[config.mk]
export PLATFORM = sky130hd
export DESIGN_NAME = non_restoring_div_ctrl
export DESIGN_NICKNAME = d
export VERILOG_FILES = /design/src/rtl/non_restoring_div_ctrl.sv
export SDC_FILE = /design/constraint.sdc
export NUM_CORES = 1
export LEC_CHECK = 0
export BUFFER_PORTS_ARGS = -buffer_cell sky130_fd_sc_hd__buf_2
export CAP_MARGIN = 20
export CELL_PAD_IN_SITES_DETAIL_PLACEMENT = 1
export CELL_PAD_IN_SITES_GLOBAL_PLACEMENT = 2
export CORE_MARGIN = 2
export CORE_UTILIZATION = 35
export CTS_BUF_LIST = sky130_fd_sc_hd__clkbuf_8
export CTS_CLUSTER_SIZE = 28
export DETAILED_ROUTE_END_ITERATION = 10
export PLACE_DENSITY = 0.83
export REMOVE_ABC_BUFFERS = 1
export SYNTH_ARGS = -nofsm -noshare
export SYNTH_HDL_FRONTEND = slang
export SYNTH_SLANG_ARGS = --single-unit
[constraint.sdc]
create_clock -name clk -period 2.1 [get_ports clk]
set_clock_uncertainty 0.1 [all_clocks]
set_input_delay 0.105 -clock clk [delete_from_list [all_inputs] [get_ports clk]]
set_output_delay 0.105 -clock clk [all_outputs]
set_load 0.02 [all_outputs]
[src/rtl/non_restoring_div_ctrl.sv]
// Sequenced unsigned non-restoring divider: X / Y -> Q, R.
// Each ITER cycle shifts {A,Qr} left, then adds or subtracts the divisor.
// After the last step, one FIX cycle corrects a negative remainder.
// Ports:
//   clk, rst_n        clock (rising edge), asynchronous active-low reset
//   start             request, sampled only in IDLE together with X, Y
//   X, Y              dividend, divisor
//   busy              operation in progress (ITER, FIX)
//   done              one-cycle completion pulse
//   Q, R              quotient / remainder, held until the next completion
//   div_by_zero       set with done when Y was zero, held like Q/R
module non_restoring_div_ctrl #(
   parameter int unsigned WIDTH = 4
) (
   input  logic             clk,
   input  logic             rst_n,
   input  logic             start,
   input  logic [WIDTH-1:0] X,
   input  logic [WIDTH-1:0] Y,
   output logic             busy,
   output logic             done,
   output logic [WIDTH-1:0] Q,
   output logic [WIDTH-1:0] R,
   output logic             div_by_zero
);

   localparam int unsigned AW = WIDTH + 1;
   localparam int unsigned CW = $clog2(WIDTH + 1);

   typedef enum logic [2:0] {
      S_IDLE,
      S_ITER,
      S_FIX,
      S_DONE,
      S_ZERO
   } state_t;

   state_t           state;
   state_t           state_nxt;
   logic [AW-1:0]    a;
   logic [AW-1:0]    m;
   logic [WIDTH-1:0] qr;
   logic [CW-1:0]    count;

   logic [AW-1:0]    a_sh;
   logic [AW-1:0]    a_step;
   logic [AW-1:0]    a_fix;
   logic [WIDTH-1:0] qr_step;
   logic             busy_nxt;
   logic             done_nxt;

   // One non-restoring step; the sign of A before the shift picks add vs subtract.
   always_comb begin
      a_sh    = {a[WIDTH-1:0], qr[WIDTH-1]};
      a_step  = a[WIDTH] ? (a_sh + m) : (a_sh - m);
      qr_step = {qr[WIDTH-2:0], ~a_step[WIDTH]};
      a_fix   = a[WIDTH] ? (a + m) : a;
   end

   // Next-state and registered-output decode.
   always_comb begin
      state_nxt = state;
      case (state)
         S_IDLE: if (start) state_nxt = (Y == '0) ? S_ZERO : S_ITER;
         S_ITER: if (count == CW'(1)) state_nxt = S_FIX;
         S_FIX:  state_nxt = S_DONE;
         S_DONE: state_nxt = S_IDLE;
         S_ZERO: state_nxt = S_IDLE;
         default: state_nxt = S_IDLE;
      endcase
      busy_nxt = (state_nxt == S_ITER) || (state_nxt == S_FIX);
      done_nxt = (state_nxt == S_DONE) || (state_nxt == S_ZERO);
   end

   // State register.
   always_ff @(posedge clk or negedge rst_n) begin
      if (!rst_n) state <= S_IDLE;
      else        state <= state_nxt;
   end

   // Datapath and output registers.
   always_ff @(posedge clk or negedge rst_n) begin
      if (!rst_n) begin
         a           <= '0;
         m           <= '0;
         qr          <= '0;
         count       <= '0;
         busy        <= 1'b0;
         done        <= 1'b0;
         Q           <= '0;
         R           <= '0;
         div_by_zero <= 1'b0;
      end else begin
         busy <= busy_nxt;
         done <= done_nxt;
         case (state)
            S_IDLE: begin
               if (start) begin
                  if (Y != '0) begin
                     a     <= '0;
                     qr    <= X;
                     m     <= {1'b0, Y};
                     count <= CW'(WIDTH);
                  end else begin
                     // Results for divide-by-zero are committed on the accepting edge.
                     Q           <= '1;
                     R           <= X;
                     div_by_zero <= 1'b1;
                  end
               end
            end
            S_ITER: begin
               a     <= a_step;
               qr    <= qr_step;
               count <= count - CW'(1);
            end
            S_FIX: begin
               a           <= a_fix;
               R           <= a_fix[WIDTH-1:0];
               Q           <= qr;
               div_by_zero <= 1'b0;
            end
            default: ;
         endcase
      end
   end

endmodule

==> results by group <==
Status
  – Run status: complete, but fails checks
  – Violations in the final reports: setup timing

Worst setup path
  – Type of the setup path with the least slack: reg -> reg
  – CP startpoint kind: flop
  – Origin of the critical flop-to-flop path: m[0]
  – Slowest stage cell, crit path: fa_2
  – Launch point of the worst path: m[0]
  – Sort of element at the end of the critical path: flop
  – Largest stage delay on the critical path: around 390 ps
  – Worst path cell trace: inv_1, ha_1, mux2_4, fa_2, xnor2_2, nor2_1, a41oi_1, o21ai_0
  – Data arrival, critical path: 2150 ps
  – Data required time of the critical path: 2140 ps
  – Critical path peak fanout: 2

Floorplanning
  – Boundary Pins: 22
  – Initial core utilization: 36.6%
  – Core ar.: around 4800 um^2
  – Die ar.: 5550 um^2
  – Chip width: 74.5 um
  – Core Rows: 25
  – Die height: between 70 and 80 um

Clocking
  – Clock-pin transition on the worst setup and hold timing paths: 80 ps
  – CTS max path bufs: 2
  – Maximum level of the CTS H-tree: 2
  – Num CTS Buffers: 5
  – Clock root buffer: clkbuf_8
  – Sinks on the clock net: 30
  – Worst skew pair latency: just under 300 ps
  – CTS tree: yes

Detailed routing
  – Total wire length: 4590 um
  – Via Count: 1380
  – Iteration-0 DRC Markers: 37
  – Final ANT Viol Nets: 0
  – Via density per instance: 5.27
  – Wirelength per Cell: 17.5 um
  – Post-detailed-route DRC marker count: 0
  – First-pass iteration count of the detailed router: 4

Logic synthesis
  – Average cell area after synthesis: 10.9 um^2
  – Number of synthesized register bits: 30
  – Largest cells by area after synthesis: dfrtp_1, ha_1, mux2i_1
  – Post-Synthesis Cells: about 160
  – Largest area contributor in the netlist: dfrtp_1
  – Total of warnings raised by yosys: 0
  – Share of the synthesized area in the top cell type: ~43%
  – Number of flops mapped to enable cells by yosys: 0
  – Asr flop ratio synth: 100%
  – Dominant register cell in the synthesized netlist: dfrtp_1
  – Sequential-to-total area share from yosys stat: between 40 and 50%
  – Post-synthesis cell area: 1740 um^2
  – Number of distinct standard cells referenced by the synthesized netlist: about 50

STA
  – Max Freq: roughly 0.47 GHz
  – Slew Limit Fails: 0
  – Share of the clock period used by the worst path: 100%
  – Final-report setup violation count: 2
  – Worst slew margin relative to its limit: 54.3%
  – Final hold violation count: 0
  – Final period demand of the worst path: ~2100 ps
  – Least setup slack across all paths after layout: -9.18 ps
  – Setup repair after global routing missed its margin: true
  – Setup total negative slack: -9.19 ps
  – Slew of the pin with the lowest slew margin: 686 ps

Finish
  – Ant. Diodes: 0
  – Area growth from synthesis to layout: 24.3%
  – Number of nets in the layout: 219
  – Layout cells sized above 1: between 30% and 40%
  – Count of placed standard cells in the final layout, fillers left out: 262
  – Final cell utilization of the core: between 40% and 50%
  – Most common cell after layout, fill and taps aside: dfrtp_1
  – Most frequent cells in the layout: dfrtp_1, buf_2, ha_1, buf_4

Placement
  – Post-placement worst setup slack: -50.3 ps
  – Estimated wirelength of the detail-placed design: 3340 um
  – Number of I/O port buffers: 21
  – Weighted congestion at the end of routability-driven global placement: between 0.9 and 1
  – Instance count after placement with tap cells included: 249

Power
  – PwrDens: 1880 nW/um^2
  – Leakage power summed over all cells: 1.00 nW
  – Max rail drop VDD: between 0.8 and 0.9 mV

Global route
  – Global-route wire length before repair: just under 8000 um
  – Remaining Overflow, GRT: 0
  – Number of antenna violations at the first check in global routing: 0
  – Via count of the first global-routing pass: 1486
  – Pin count of the biggest net entering global routing: 31
  – All-layer global routing usage: 18.8%

Run
  – Max-capacitance violation count: 0

Min path
  – Worst min-delay path startpoint: Y[1]
  – Type of the most critical hold path: in -> reg
==> synthesized netlist by cell type (all sizes together), types with 5 or more instances <==
cell type / instances
mux2i: 6
clkbuf: 5
a21oi: 10
nor2: 8
o22a: 5
nand3: 5
o21ai: 9
ha: 11
dfrtp: 30
nand2: 10
inv: 9
==> layout make-up <==
| class | instances | area [um^2] |
|---|---|---|
| timing repair buffer | 37 | 241 |
| tap | 67 | 83.8 |
| fill | 542 | 2590 |
| inverter | 9 | 33.8 |
| clock buffer | 6 | 82.6 |
| sequential | 30 | 751 |
| clock inverter | 1 | 30.0 |
| multi-input combinational | 112 | 940 |
==> state kept, by name, summed over array words and instances (netlist names) <==
name and count:
a 5, count 3, qr 4, m 4, Q 4, R 4
done 1, busy 1, div_by_zero 1, state 3
==> critical path, delay by kind of cell (launching register included) <==
family,cells,cell delay [ps]
AOI/OAI and AO/OA,2,270
xor gates and xnor gates,1,160
adders and majority gates,2,670
buffers and inverters,1,50
DFF,1,360
muxes,1,290
and+or+nand+nor,1,60
==> kinds of logic after synthesis <==
| family | synth area share, % |
|---|---|
| xor+xnor | 2.01 |
| compound gates | 18.9 |
| mux | 4.96 |
| flops | 43.2 |
| fa+ha+maj | 10.2 |
| buf+inv | 5.32 |
| simple gates | 15.4 |
==> power by group <==
group / internal (mW) / total [mW] / switching [mW]
Sequential: 0.864 / 1.12 / 0.259
Combinational: 1.09 / 2.34 / 1.26
Clock: 0.380 / 0.608 / 0.228
==> final timing paths <==
path | to | slack, ps | cells after the start
setup / recovery | a[2] | -9 | 8
hold / removal | m[1] | 20 | 2
setup reg to reg | a[2] | -9 | 8
hold reg to reg | div_by_zero | 380 | 1
max in group asynchronous | count[1] | 1140 | 2
min in group asynchronous | qr[3] | 310 | 2
==> per-stage QoR <==
| step | hold WS, ps | power [mW] | instance area, um^2 |
|---|---|---|---|
| after floorplan | -291 | 2.52 | 1680 |
| after global placement | 77.5 | 3.07 | 1940 |
| after detailed placement | 92.0 | 3.22 | 1940 |
| after CTS | 8.60 | 4.04 | 2150 |
| after global routing | 23.5 | 4.40 | 2160 |
| final | 15.5 | 4.07 | 2160 |
==> layer usage <==
metal	GRT usage (%)	share of wire [%]
met1	25.3	46
met2	31.5	51
met3	4.20	2.7
met4	3.77	0.41
met5	0	0
==> repair_timing <==
| item | CTS | global route |
|---|---|---|
| pin swaps | 3 | 3 |
| resized for setup | 9 | 4 |
| endpoints found under the hold margin | 34 | 0 |
| setup buffers | 1 | 0 |
| cloned | 0 | 0 |
| hold buffers | 5 | 0 |
| endpoints found under the setup margin | 4 | 5 |
No activity file was read; power rests on OpenSTA's default activity.
